`config.mk`:
```
export PLATFORM = sky130hd
export DESIGN_NAME = moore_run_detector
export DESIGN_NICKNAME = d
export VERILOG_FILES = /design/src/rtl/moore_run_detector_pkg.sv /design/src/rtl/sat_counter.sv /design/src/rtl/moore_run_detector.sv
export SDC_FILE = /design/constraint.sdc
export NUM_CORES = 1
export LEC_CHECK = 0
export ABC_CLOCK_PERIOD_IN_PS = 1600
export CORE_MARGIN = 4
export CORE_UTILIZATION = 44
export CTS_CLUSTER_DIAMETER = 100
export CTS_CLUSTER_SIZE = 28
export DETAILED_ROUTE_END_ITERATION = 8
export GPL_TIMING_DRIVEN = 0
export PLACE_DENSITY = 0.86
export SLEW_MARGIN = 20
export SYNTH_ARGS = -nofsm -noshare
export SYNTH_HDL_FRONTEND = slang
export SYNTH_SLANG_ARGS = --single-unit
```
`constraint.sdc`:
```
create_clock -name clk -period 1.6 [get_ports clk]
set_input_delay 0.16 -clock clk [delete_from_list [all_inputs] [get_ports clk]]
set_output_delay 0.16 -clock clk [all_outputs]
set_load 0.005 [all_outputs]
```
`src/rtl/moore_run_detector_pkg.sv`:
```
// Shared constants for the run detector family.
//  - RUN_DET_OVERLAP / RUN_DET_NONOVERLAP: values for the OVERLAP parameter.
//  - run_det_cw(n): width needed to hold a run length of 0..n.
package moore_run_detector_pkg;

  localparam int RUN_DET_OVERLAP    = 1;
  localparam int RUN_DET_NONOVERLAP = 0;

  // Illegal lengths still get a legal width so the elaboration error from the
  // top is the first thing reported.
  function automatic int run_det_cw(input int n);
    if (n < 1) begin
      return 1;
    end
    return $clog2(n + 1);
  endfunction

endpackage

```
`src/rtl/sat_counter.sv`:
```
// Saturating up-counter.
// Ports:
//  clk  rising-edge clock
//  rst  asynchronous active-high reset, clears cnt
//  inc  increment request; ignored once cnt is all-ones
//  clr  synchronous clear, wins over inc
//  cnt  current count, W bits
module sat_counter #(
  parameter int W = 8
) (
  input  logic         clk,
  input  logic         rst,
  input  logic         inc,
  input  logic         clr,
  output logic [W-1:0] cnt
);

  localparam logic [W-1:0] CNT_MAX = '1;

  always_ff @(posedge clk or posedge rst) begin
    if (rst) begin
      cnt <= '0;
    end else if (clr) begin
      cnt <= '0;
    end else if (inc && (cnt != CNT_MAX)) begin
      cnt <= cnt + W'(1);
    end
  end

endmodule

```
`src/rtl/moore_run_detector.sv`:
```
// Moore run detector: flags RUN_LEN consecutive sampled bits equal to
// MATCH_VAL. All outputs come from registers or from decoding registers.
// Ports:
//  clk        rising-edge clock
//  rst        asynchronous active-high reset
//  x_in       serial bit, sampled when en=1
//  en         sample enable; en=0 holds run and detection count
//  clr        synchronous clear of run_cnt, det_cnt, det_pulse (beats en)
//  y_out      high while run_cnt == RUN_LEN
//  det_pulse  one-cycle flag on entry into RUN_LEN
//  run_cnt    current run length, CW bits
//  det_cnt    saturating detection count, CNT_W bits
//
// run_cnt state | meaning
// 0             | no matching bit in progress
// 1..RUN_LEN-1  | partial run
// RUN_LEN       | run detected, y_out high
module moore_run_detector
  import moore_run_detector_pkg::*;
#(
  parameter int   RUN_LEN   = 3,
  parameter logic MATCH_VAL = 1'b0,
  parameter int   OVERLAP   = RUN_DET_OVERLAP,
  parameter int   CNT_W     = 8,
  localparam int  CW        = run_det_cw(RUN_LEN)
) (
  input  logic             clk,
  input  logic             rst,
  input  logic             x_in,
  input  logic             en,
  input  logic             clr,
  output logic             y_out,
  output logic             det_pulse,
  output logic [CW-1:0]    run_cnt,
  output logic [CNT_W-1:0] det_cnt
);

  if (RUN_LEN < 1) begin : g_bad_run_len
    $error("moore_run_detector: RUN_LEN must be >= 1");
  end
  if ((OVERLAP != RUN_DET_OVERLAP) && (OVERLAP != RUN_DET_NONOVERLAP)) begin : g_bad_overlap
    $error("moore_run_detector: OVERLAP must be 0 or 1");
  end
  if (CNT_W < 1) begin : g_bad_cnt_w
    $error("moore_run_detector: CNT_W must be >= 1");
  end

  localparam logic [CW-1:0] RUN_MAX = CW'(RUN_LEN);
  localparam logic [CW-1:0] RUN_ONE = CW'(1);

  logic [CW-1:0] run_nxt;
  logic          match;
  logic          entry;

  assign match = (x_in == MATCH_VAL);

  always_comb begin
    run_nxt = run_cnt;
    entry   = 1'b0;
    if (en) begin
      if (!match) begin
        run_nxt = '0;
      end else if (run_cnt != RUN_MAX) begin
        run_nxt = run_cnt + RUN_ONE;
      end else if (OVERLAP == RUN_DET_NONOVERLAP) begin
        // The bit that would extend a finished run opens the next one.
        run_nxt = RUN_ONE;
      end else begin
        run_nxt = RUN_MAX;
      end
      // With RUN_LEN=1 the state never leaves RUN_MAX during a run, so each
      // matching bit must count as its own detection.
      entry = match && (run_nxt == RUN_MAX) &&
              ((run_cnt != RUN_MAX) || (RUN_LEN == 1));
    end
  end

  always_ff @(posedge clk or posedge rst) begin
    if (rst) begin
      run_cnt   <= '0;
      det_pulse <= 1'b0;
    end else if (clr) begin
      run_cnt   <= '0;
      det_pulse <= 1'b0;
    end else begin
      run_cnt   <= run_nxt;
      det_pulse <= entry;
    end
  end

  assign y_out = (run_cnt == RUN_MAX);

  sat_counter #(
    .W (CNT_W)
  ) u_det_cnt (
    .clk (clk),
    .rst (rst),
    .inc (entry),
    .clr (clr),
    .cnt (det_cnt)
  );

endmodule
```
== After elaboration in Yosys (flattened, before gate mapping) ==
Cells that the tools add are included.

* Output and inout port bits: 12
* ROM bits: 0
* Register bits: 11
* Memories: 0
* Memory bits (writable): 0
* Bits in latches: 0

* Reduce and logical (&&, ||, !) cells: 5
* Muxes and demuxes: 9
* Equality and inequality tests: 4
* $add $sub $neg: 2
* Shift operators: 0
* Bitwise operators: 1
* Div/mod/pow operators: 0
* Order comparisons: 0
* $mul: 0

{| class="wikitable"
|+ Operator list
! operator !! number
|-
| 8-bit 2-to-1 mux || 2
|-
| 2-bit 2-to-1 mux || 5
|-
| 8-bit by 1-bit adder with 8-bit output, second input constant || 1
|-
| 8-bit != test, second input constant || 1
|-
| 2-bit == test, second input constant || 2
|-
| 2-bit nonzero test || 2
|-
| 1-bit logical AND || 3
|-
| 2-bit by 1-bit adder with 2-bit output, second input constant || 1
|-
| 1-bit 2-to-1 mux || 2
|-
| 2-bit != test, second input constant || 1
|-
| 1-bit inverter || 1
|}

== Longest topological paths before layout ==
Gate-level depths: netlist (run 1).

* Depth after elaboration: 11
* Gate-level depth with buffers: 5

== Hierarchy ==
Synthesis (run 1) repeated with hierarchy kept, for this count alone.

* Cells, all modules: 63
* Area, all modules: 656.9 um^2

{| class="wikitable"
|+ By module, submodules not included
! module !! area an instance (um^2) !! times used !! cells an instance
|-
| sat_counter || 504.2 || 1 || 49
|-
| moore_run_detector || 152.6 || 1 || 14
|}

== Worst setup path after synthesis (run 1) ==
Ideal clock, no wire load.

* Kind: flip-flop to flip-flop
* Start point: register run_cnt[0]
* End point: register u_det_cnt.cnt[7]
* Required time: 1.464 ns
* Clock period less this slack: 1.282 ns
* Cell stages (with the launch flop): 6
* Library setup time: 0.136 ns
* Path buffers: 1
* Setup slack: 0.318 ns
* Data arrival time: 1.146 ns
* Path through: dfrtp_1 -> and4bb_1 -> buf_6 -> nand2_2 -> o311ai_1 -> o41ai_1

* Word-level cells in the longest chain between the ends: 10
* Elaborated cells between the ends (all ways): 11

{| class="wikitable"
|+ Ends and longest elaborated chain
! item !! line !! source
|-
| start: declaration || moore_run_detector.sv:34 || <nowiki>output logic [CW-1:0] run_cnt,</nowiki>
|-
| start signal: assignment || moore_run_detector.sv:86 || <nowiki>run_cnt <= run_nxt;</nowiki>
|-
| 2-bit by 1-bit adder with 2-bit output / 2-bit != test (equally long branches) || moore_run_detector.sv:64, moore_run_detector.sv:63, moore_run_detector.sv:74 ||
|-
| 2-bit 2-to-1 mux || moore_run_detector.sv:63 || <nowiki>end else if (run_cnt != RUN_MAX) begin</nowiki>
|-
| 2-bit 2-to-1 mux || moore_run_detector.sv:61 || <nowiki>if (!match) begin</nowiki>
|-
| 2-bit 2-to-1 mux || moore_run_detector.sv:60 || <nowiki>if (en) begin</nowiki>
|-
| 2-bit == test || moore_run_detector.sv:73 || <nowiki>entry = match && (run_nxt == RUN_MAX) &&</nowiki>
|-
| 1-bit logical AND || moore_run_detector.sv:73 ||
|-
| 1-bit logical AND * || moore_run_detector.sv:73 ||
|-
| 1-bit 2-to-1 mux * || moore_run_detector.sv:60 ||
|-
| 1-bit logical AND * || sat_counter.sv:25 || <nowiki>end else if (inc && (cnt != CNT_MAX)) begin</nowiki>
|-
| 2-bit nonzero test (no line) * || - ||
|-
| end signal: assignment || sat_counter.sv:26 || <nowiki>cnt <= cnt + W'(1);</nowiki>
|-
| end: declaration || sat_counter.sv:15 || <nowiki>output logic [W-1:0] cnt</nowiki>
|}

Every way passes the cells marked *; elsewhere a longest branch is shown, timed or not. The select of a mux whose other input is x is not followed.
A chain may end at the register's enable or synchronous reset.

== Worst setup path in the final report (run 1) ==
* Start point: register run_cnt[0]
* End point: output y_out

* Word-level cells in the longest chain between the ends: 1

{| class="wikitable"
|+ Ends and longest elaborated chain
! item !! line !! source
|-
| 2-bit == test || moore_run_detector.sv:91 || <nowiki>assign y_out = (run_cnt == RUN_MAX);</nowiki>
|-
| end: declaration || moore_run_detector.sv:32 || <nowiki>output logic y_out,</nowiki>
|}

Every way passes these cells.

==> run summary, run 1 <==
status: complete, no violations
leading area contributor after synthesis: dfrtp_1
slowest cell delay on critical path: 0.49 ns
Final Skew: 0.0123 ns
worst slew pin tran: 0.434 ns
iteration-0 DRC count of the detailed router: 14
clock share of power: 37.0%
post_cts resized: 0
Gate power share: 7.2%
Die W: 44.1 um
Syn Inst Count: 54
Multi-input gate area: 267 um^2
Static Leak: 0.345 nW
Slew Viols, Final: 0
WP data arrival: 1.31 ns
global route overflow: 0
Int Pwr: 396 uW
Routability Congestion: 0.737
setup_tns: 0 ns
post-synthesis cell type count: 23
Fin. Hold Viols: 0
first-pass iteration count of the detailed router: 3
GR Util All Layers: 12.3%
initial antenna violation count: 0
Fillers: 107
vias in the first global route: 403
clock slew at reported path FFs: 0.08 ns
layout cell share with drive strength beyond 1: 10.8%
Area Growth Syn to Fin: 35.7%
Post-CTS Setup Inserts: 0
clock sinks: 11
Antenna Nets Post-Route: 0
Reg power frac: 55.9%
Worst Hold Class: in -> async
post-DR wirelength/cell: 12.2 um
FF/Latch Area: 275 um^2
Min Clock Period, post-route: 1.47 ns
Synth Register Bits: 11
Core Area: 1170 um^2
first-pass GRT wire length: 1810 um
total power draw: 508 uW
Synth area leaders: dfrtp_1 (48%), xor2_1 (7.7%), nor2_1 (4.6%)
worst vdd ir: 563 uV
switching share of total power: 22.1%
final setup vio count: 0
WS Path Type: reg -> out
post-synthesis sequential area ratio: 48.1%
CP max FO: 6
port buffer count: 16
CP Launch Type: flop
Vias/cell: 5.35
drt total wl: 1070 um
Switching Power: 112 uW
most common cell after layout, fill and taps aside: clkdlybuf4s50_1
CTS buffer count: 3
top cell type's share of synthesized area: 48.1%
most frequent cells in the layout: clkdlybuf4s50_1 (16), dfrtp_1 (11), nor2_1 (7)
critical path startpoint: run_cnt[0]
RSZ-0062 raised after global routing: no
# diodes: 0
IO Pins: 17
# hold bufs at CTS: 0
floorplan die height: 44.1 um
fin nets: 81
clock root buffer: clkbuf_4
Starting Density: 48.8%
Setup crit end kind: output pin
Clock Latency Late Sink: 0.26 ns
slowest CP cell: clkdlybuf4s50_1
DP Wirelength: 799 um
Synth warnings: 0
Syn Nets: 60
Mapped Area: 572 um^2
crit share post-route: 91.7%
pin count of the biggest net entering global routing: 12
via count: 471
number of H-tree levels: 1
row cnt: 12
# DRC: 0
CTS tree: done
Crit path required time: 1.44 ns
CP Cell Sequence: and2_1 > clkdlybuf4s50_1
Max-cap violations: 0
Slew Limit Headroom: 71.0%
Worst R2R Start: u_det_cnt.cnt[0]
mean post-synth cell area: 10.6 um^2
Max Fclk: 682 MHz
Max clock buf depth: 2
PwrDens: 655 nW/um^2
Die Area: 1940 um^2
==> layout make-up <==
class	count	share of cell area [%]
sequential	11	35.5
buffer	2	1.94
clock buffer	4	3.39
timing repair buffer	16	20.6
multi-input combinational	37	34.4
tap	14	2.26
inverter	4	1.94
==> through the flow <==
stage | setup slack (ns) | util (%) | cells | hold slack, ns | instance area, um^2
final | 0.133 | 66.2 | 88 | 0.175 | 776
after global routing | 0.0438 | 66.2 | 88 | 0.219 | 776
after CTS | 0.123 | 66.2 | 88 | 0.200 | 776
after detailed placement | 0.00895 | 64.0 | 84 | 0.488 | 749
after global placement | 0.0459 | 64.0 | 84 | 0.475 | 749
after floorplan | 0.318 | - | 54 | 0.0124 | 572
==> per-layer routing <==
metal / wire length [um] / global-route usage [%] / vias up
met2: 489 / 17.4 / 12
met4: 14 / 5.42 / 0
met1: 500 / 17.5 / 223
met3: 66 / 2.85 / 2
met5: 0 / 0 / -
li1: - / - / 234
==> final timing paths <==
path / end / slack [ns] / depth (start not counted)
max in group asynchronous: u_det_cnt.cnt[4] / 1.12 / 2
hold reg to reg: u_det_cnt.cnt[7] / 0.55 / 1
setup reg to reg: u_det_cnt.cnt[5] / 0.17 / 5
hold / removal: u_det_cnt.cnt[0] / 0.17 / 2
min in group clk: u_det_cnt.cnt[7] / 0.49 / 2
setup / recovery: y_out / 0.13 / 2
==> power by group through the flow <==
stage	combinational [mW]	sequential (mW)	clock, mW
final	0.0365	0.284	0.188
after global routing	0.0402	0.284	0.203
after CTS	0.0374	0.284	0.192
after detailed placement	0.0372	0.289	0
after global placement	0.0361	0.289	0
after floorplan	0.0155	0.289	0
==> state kept, by name, summed over array words and instances (netlist names) <==
register	cells
run_cnt	2
det_pulse	1
u_det_cnt.cnt	8
==> critical path: cells and delay by family, from the launching register on <==
family	cells	cell delay (ns)
and+or+nand+nor	1	0.15
DFF	1	0.42
buffers and inverters	1	0.49
==> Yosys cell counts <==
library cell,count
and2_1,4
a211oi_1,2
mux2i_1,2
a21oi_1,2
ha_1,1
clkbuf_1,1
o311ai_1,1
xor2_1,5
and4bb_1,1
nand2_2,1
nand4_2,1
o21ai_2,1
buf_6,1
dfrtp_1,11
nand3_1,1
o41ai_1,1
o211ai_1,2
o2111ai_1,2
nor3_1,1
inv_1,4
and3_2,1
nand4_1,1
nor2_1,7
==> logic make-up (layout without fill, tap and decap cells) <==
| family | Yosys count | after routing | synth area share, % |
|---|---|---|---|
| DFF | 11 | 11 | 48.1 |
| muxes | 2 | 2 | 3.50 |
| AOI/OAI and AO/OA | 11 | 11 | 14.7 |
| xor gates and xnor gates | 5 | 5 | 7.66 |
| and+or+nand+nor | 18 | 18 | 18.6 |
| buffers and inverters | 6 | 26 | 5.25 |
| adders and majority gates | 1 | 1 | 2.19 |
Note: power is estimated with default switching activity, not from simulation.
==> run 2, diff against run 1 <==
Settings changed: CORE_UTILIZATION 44 to 35, PLACE_DENSITY 0.86 to 0.73, SETUP_SLACK_MARGIN set to 0.05.
==> run 2 against run 1 <==
Compared with the run above:
- first-iteration DRC count is 50% lower
- global-route usage is 2.0 points lower
- non-clock buffer count up 2
- clock skew shrank 0.012 ns
- count of clock-buffer cells in the layout unchanged
- highest routed layer unchanged
==> run summary, run 2 (same netlist as run 1, synthesis figures left out) <==
vias in the first global route: 446 (+11%)
global route overflow: 0 (unchanged)
Worst Hold Class: in -> async
Die W: 48.4 um (+9.9%)
worst vdd ir: 310 uV (-45%)
Max-cap violations: 0 (unchanged)
Vias/cell: 5.23 (-2.3%)
post-DR wirelength/cell: 12.4 um (+2.0%)
post_cts resized: 0 (unchanged)
floorplan die height: 48.4 um (+9.9%)
Setup crit end kind: output pin
CP Launch Type: flop
Top reg by flops: u_det_cnt.cnt
initial antenna violation count: 0 (unchanged)
most common cell after layout, fill and taps aside: clkdlybuf4s50_1
layout cell share with drive strength beyond 1: 13.2% (+2.3 points)
Slew Viols, Final: 0 (unchanged)
fin nets: 83 (+2.5%)
RSZ-0062 raised after global routing: no
clock root buffer: clkbuf_4
final setup vio count: 0 (unchanged)
Min Clock Period, post-route: 1.48 ns (+0.0148 ns)
CP Cell Sequence: and2_1 > clkdlybuf4s50_1
Hold WS: 0.177 ns (+0.00221 ns)
slowest CP cell: clkdlybuf4s50_1
status: complete, no violations
via count: 481 (+2.1%)
max FFs per register: 8 (unchanged)
first-pass iteration count of the detailed router: 2 (-1)
Max Fclk: 675 MHz (-1.0%)
IO Pins: 17 (unchanged)
WP data arrival: 1.32 ns (about the same)
iteration-0 DRC count of the detailed router: 7 (-7)
first-pass GRT wire length: 1890 um (+4.2%)
Clock Latency Late Sink: 0.27 ns (about the same)
port buffer count: 16 (unchanged)
drt total wl: 1140 um (+6.6%)
CP max FO: 5 (-1)
Static Leak: 0.356 nW (+3.1%)
# diodes: 0 (unchanged)
CTS buffer count: 3 (unchanged)
Starting Density: 37.5% (-11 points)
top flop regs: u_det_cnt.cnt: 8 flops, run_cnt: 2 flops, det_pulse: 1 flops
Routability Congestion: 0.704 (-4.4%)
Die Area: 2340 um^2 (+21%)
# hold bufs at CTS: 0 (unchanged)
most frequent cells in the layout: clkdlybuf4s50_1 (16), dfrtp_1 (11), nor2_1 (7)
Crit path required time: 1.44 ns (about the same)
# DRC: 0 (unchanged)
Core Area: 1520 um^2 (+30%)
placed cell count: 86 (+2.4%)
Antenna Nets Post-Route: 0 (unchanged)
CTS tree: done
setup_tns: 0 ns (unchanged)
Final Skew: 0.000713 ns (-0.0116 ns)
row cnt: 14 (+2)
Slew Limit Headroom: 70.4% (-0.67 points)
Max clock buf depth: 2 (unchanged)
crit share post-route: 92.6% (+0.92 points)
Post-CTS Setup Inserts: 0 (unchanged)
GR Util All Layers: 10.3% (-2.0 points)
Layout Cells excl Fill: 92 (+4.5%)
WS Path Type: reg -> out
total power draw: 516 uW (+1.6%)
Fin. Hold Viols: 0 (unchanged)
DP Wirelength: 827 um (+3.5%)
slowest cell delay on critical path: 0.49 ns (about the same)
Area Growth Syn to Fin: 38.7%
PwrDens: 651 nW/um^2 (-0.68%)
clock slew at reported path FFs: 0.07 ns (about the same)
number of H-tree levels: 1 (unchanged)
pin count of the biggest net entering global routing: 12 (unchanged)
worst slew pin tran: 0.445 ns (+0.0101 ns)
clock sinks: 11 (unchanged)
## run 2: critical path: cells and delay by family (launching register included)
family	cells	cell delay, ns
flip-flops	1	0.41
buffers and inverters	1	0.49
AND/OR/NAND/NOR	1	0.14
## run 2: final cells by class
| cell class | instances | area [um^2] |
|---|---|---|
| fill | 148 | 731 |
| buffer | 2 | 15.0 |
| tap | 16 | 20.0 |
| inverter | 4 | 15.0 |
| timing repair buffer | 18 | 175 |
| clock buffer | 4 | 26.3 |
| sequential | 11 | 275 |
| multi-input combinational | 37 | 267 |
## run 2: worst paths after layout
kind / from / to / slack (ns) / cells past startpoint
setup / recovery: run_cnt[0] / y_out / 0.12 / 2
hold / removal: rst / run_cnt[0] / 0.18 / 2
setup reg to reg: u_det_cnt.cnt[0] / u_det_cnt.cnt[4] / 0.20 / 5
hold reg to reg: u_det_cnt.cnt[7] / u_det_cnt.cnt[7] / 0.56 / 1
max in group asynchronous: rst / u_det_cnt.cnt[6] / 1.13 / 2
min in group clk: clr / u_det_cnt.cnt[7] / 0.49 / 2
## run 2: metal layers
metal	wire [um]	share of wire, %	vias up	global-route usage, %
met2	477	42	17	14.6
met3	77	6.7	5	3.99
met5	0	0	-	0
met1	557	49	222	13.3
li1	-	-	237	-
met4	29	2.5	0	5.53
## run 2: per-stage QoR
step | utilization (%) | setup WS (ns) | cell area, um^2
CTS | 51.1 | 0.0920 | 778
global route | 52.1 | 0.0597 | 793
floorplan | - | 0.318 | 572
finish | 52.1 | 0.118 | 793
detailed placement | 49.3 | 0.0103 | 752
global placement | 49.3 | 0.0413 | 752
## run 2: where the power goes
group / internal, mW / switching, mW / total [mW]
Clock: 0.0966 / 0.0957 / 0.192
Combinational: 0.0217 / 0.0187 / 0.0404
Sequential: 0.281 / 0.00290 / 0.283
Total: 0.399 / 0.117 / 0.516
==> run 3, diff against run 2 <==
Settings changed: RECOVER_POWER set to 25.
==> run 3 against run 2 <==
Compared with the run above:
- die area unchanged
- sequential cell count unchanged
- setup slack unchanged
- hold slack gained 0.14 ns
- cell area did not move
- largest power group unchanged
==> run summary, run 3 (same netlist as run 1, synthesis figures left out) <==
via count: 481 (unchanged)
CP Launch Type: flop
setup_tns: 0 ns (unchanged)
wl on met1: 557 um (unchanged)
Die W: 48.4 um (unchanged)
final non-filler cell area: 793 um^2 (unchanged)
Slew Viols, Final: 0 (unchanged)
port buffer count: 16 (unchanged)
layout cell share with drive strength beyond 1: 13.2% (unchanged)
first-pass iteration count of the detailed router: 2 (unchanged)
Routability Congestion: 0.704 (unchanged)
drt total wl: 1140 um (about the same)
Antenna Nets Post-Route: 0 (unchanged)
Max Fclk: 675 MHz (unchanged)
WP data arrival: 1.32 ns (about the same)
Int Pwr: 398 uW (-0.12%)
Layout Cells excl Fill: 92 (unchanged)
Setup crit end kind: output pin
row cnt: 14 (unchanged)
Clock Latency Late Sink: 0.27 ns (about the same)
max FFs per register: 8 (unchanged)
total power draw: 516 uW (about the same)
fin nets: 83 (unchanged)
Max-cap violations: 0 (unchanged)
Vias/cell: 5.23 (unchanged)
initial antenna violation count: 0 (unchanged)
Fin. Hold Viols: 0 (unchanged)
FF-to-FF path depth: 5 (unchanged)
Die Area: 2340 um^2 (unchanged)
Reg power frac: 55.0% (about the same)
DR top layer: met4
Core Area: 1520 um^2 (unchanged)
GR Util All Layers: 10.3% (unchanged)
most frequent cells in the layout: clkdlybuf4s50_1 (15), dfrtp_1 (11), nor2_1 (7)
worst slew pin tran: 0.445 ns (unchanged)
# DRC: 0 (unchanged)
Slew Limit Headroom: 70.4% (unchanged)
floorplan die height: 48.4 um (unchanged)
Post-CTS Setup Inserts: 0 (unchanged)
worst setup margin: 0.118 ns (unchanged)
Worst Hold Class: in -> async
CTS buffer count: 3 (unchanged)
worst reg2reg endpoint: u_det_cnt.cnt[4]
crit share post-route: 92.6% (unchanged)
most common cell after layout, fill and taps aside: clkdlybuf4s50_1
CTS tree: done
Area Growth Syn to Fin: 38.7% (unchanged)
post-place setup slack: 0.0103 ns (unchanged)
# hold bufs at CTS: 0 (unchanged)
DP Area: 752 um^2 (unchanged)
DP Wirelength: 827 um (unchanged)
Switching Power: 117 uW (unchanged)
Worst R2R Setup Slack: 0.20 ns (about the same)
clock sinks: 11 (unchanged)
status: complete, no violations
clock root buffer: clkbuf_4
Worst R2R Start: u_det_cnt.cnt[0]
CP max FO: 5 (unchanged)
top flop regs: u_det_cnt.cnt: 8 flops, run_cnt: 2 flops, det_pulse: 1 flops
number of H-tree levels: 1 (unchanged)
critical path startpoint: run_cnt[0]
pin count of the biggest net entering global routing: 12 (unchanged)
first-pass GRT wire length: 1890 um (unchanged)
Fillers: 148 (unchanged)
Gate power share: 7.7% (about the same)
PwrDens: 650 nW/um^2 (about the same)
Final Skew: 0.000713 ns (unchanged)
final setup vio count: 0 (unchanged)
global route overflow: 0 (unchanged)
Max clock buf depth: 2 (unchanged)
clock slew at reported path FFs: 0.07 ns (about the same)
vias in the first global route: 446 (unchanged)
worst vdd ir: 310 uV (about the same)
Crit path required time: 1.44 ns (about the same)
Top reg by flops: u_det_cnt.cnt
met2 wire len: 476 um (-0.21%)
Min Clock Period, post-route: 1.48 ns (unchanged)
clock share of power: 37.3% (about the same)
Static Leak: 0.356 nW (about the same)
Starting Density: 37.5% (unchanged)
post-DR wirelength/cell: 12.4 um (about the same)
iteration-0 DRC count of the detailed router: 7 (unchanged)
# diodes: 0 (unchanged)
post_cts resized: 0 (unchanged)
DR WL met3: 77 um (unchanged)
RSZ-0062 raised after global routing: no
switching share of total power: 22.7% (about the same)
IO Pins: 17 (unchanged)
WS Path Type: reg -> out
placed cell count: 86 (unchanged)
[run 3: changes by cell type in the layout (fill, tap and decap cells not counted)]
cell	before	now
dlygate4sd3_1	0	1
clkdlybuf4s50_1	16	15
[run 3: how the worst max path moves through the flow]
stage	to
2_1_floorplan	u_det_cnt.cnt[7]
3_3_place_gp	u_det_cnt.cnt[7]
3_5_place_dp	u_det_cnt.cnt[7]
4_1_cts	y_out
5_1_grt	y_out
6_report	y_out
[run 3: layout make-up]
class,count,area [um^2],area share (%)
Sequential cell,11,275,34.7
Inverter,4,15.0,1.89
Clock buffer,4,26.3,3.31
Timing Repair Buffer,18,175,22.1
Tap cell,16,20.0,2.52
Buffer,2,15.0,1.89
Multi-Input combinational cell,37,267,33.6
[run 3: power by group through the flow]
stage / clock network (mW) / registers, mW / logic, mW
6_report: 0.192 / 0.283 / 0.0399
5_1_grt: 0.214 / 0.284 / 0.0443
4_1_cts: 0.198 / 0.284 / 0.0372
3_5_place_dp: 0 / 0.289 / 0.0370
3_3_place_gp: 0 / 0.289 / 0.0367
2_1_floorplan: 0 / 0.289 / 0.0155
[run 3: per-stage QoR]
| step | utilization (%) | hold WS (ns) |
|---|---|---|
| final | 52.1 | 0.314 |
| after global routing | 52.1 | 0.359 |
| after CTS | 51.1 | 0.192 |
| after detailed placement | 49.3 | 0.487 |
| after global placement | 49.3 | 0.484 |
| after floorplan | - | 0.0124 |
[run 3: worst max-delay path: stages, from the launching register on]
cell	delay, ns
dfrtp_1	0.41
and2_1	0.14
clkdlybuf4s50_1	0.49
[run 3: layer usage]
metal	vias to the layer above	GRT usage (%)
met5	-	0
met4	0	5.53
met3	5	3.99
met2	17	14.6
met1	222	13.3
li1	237	-
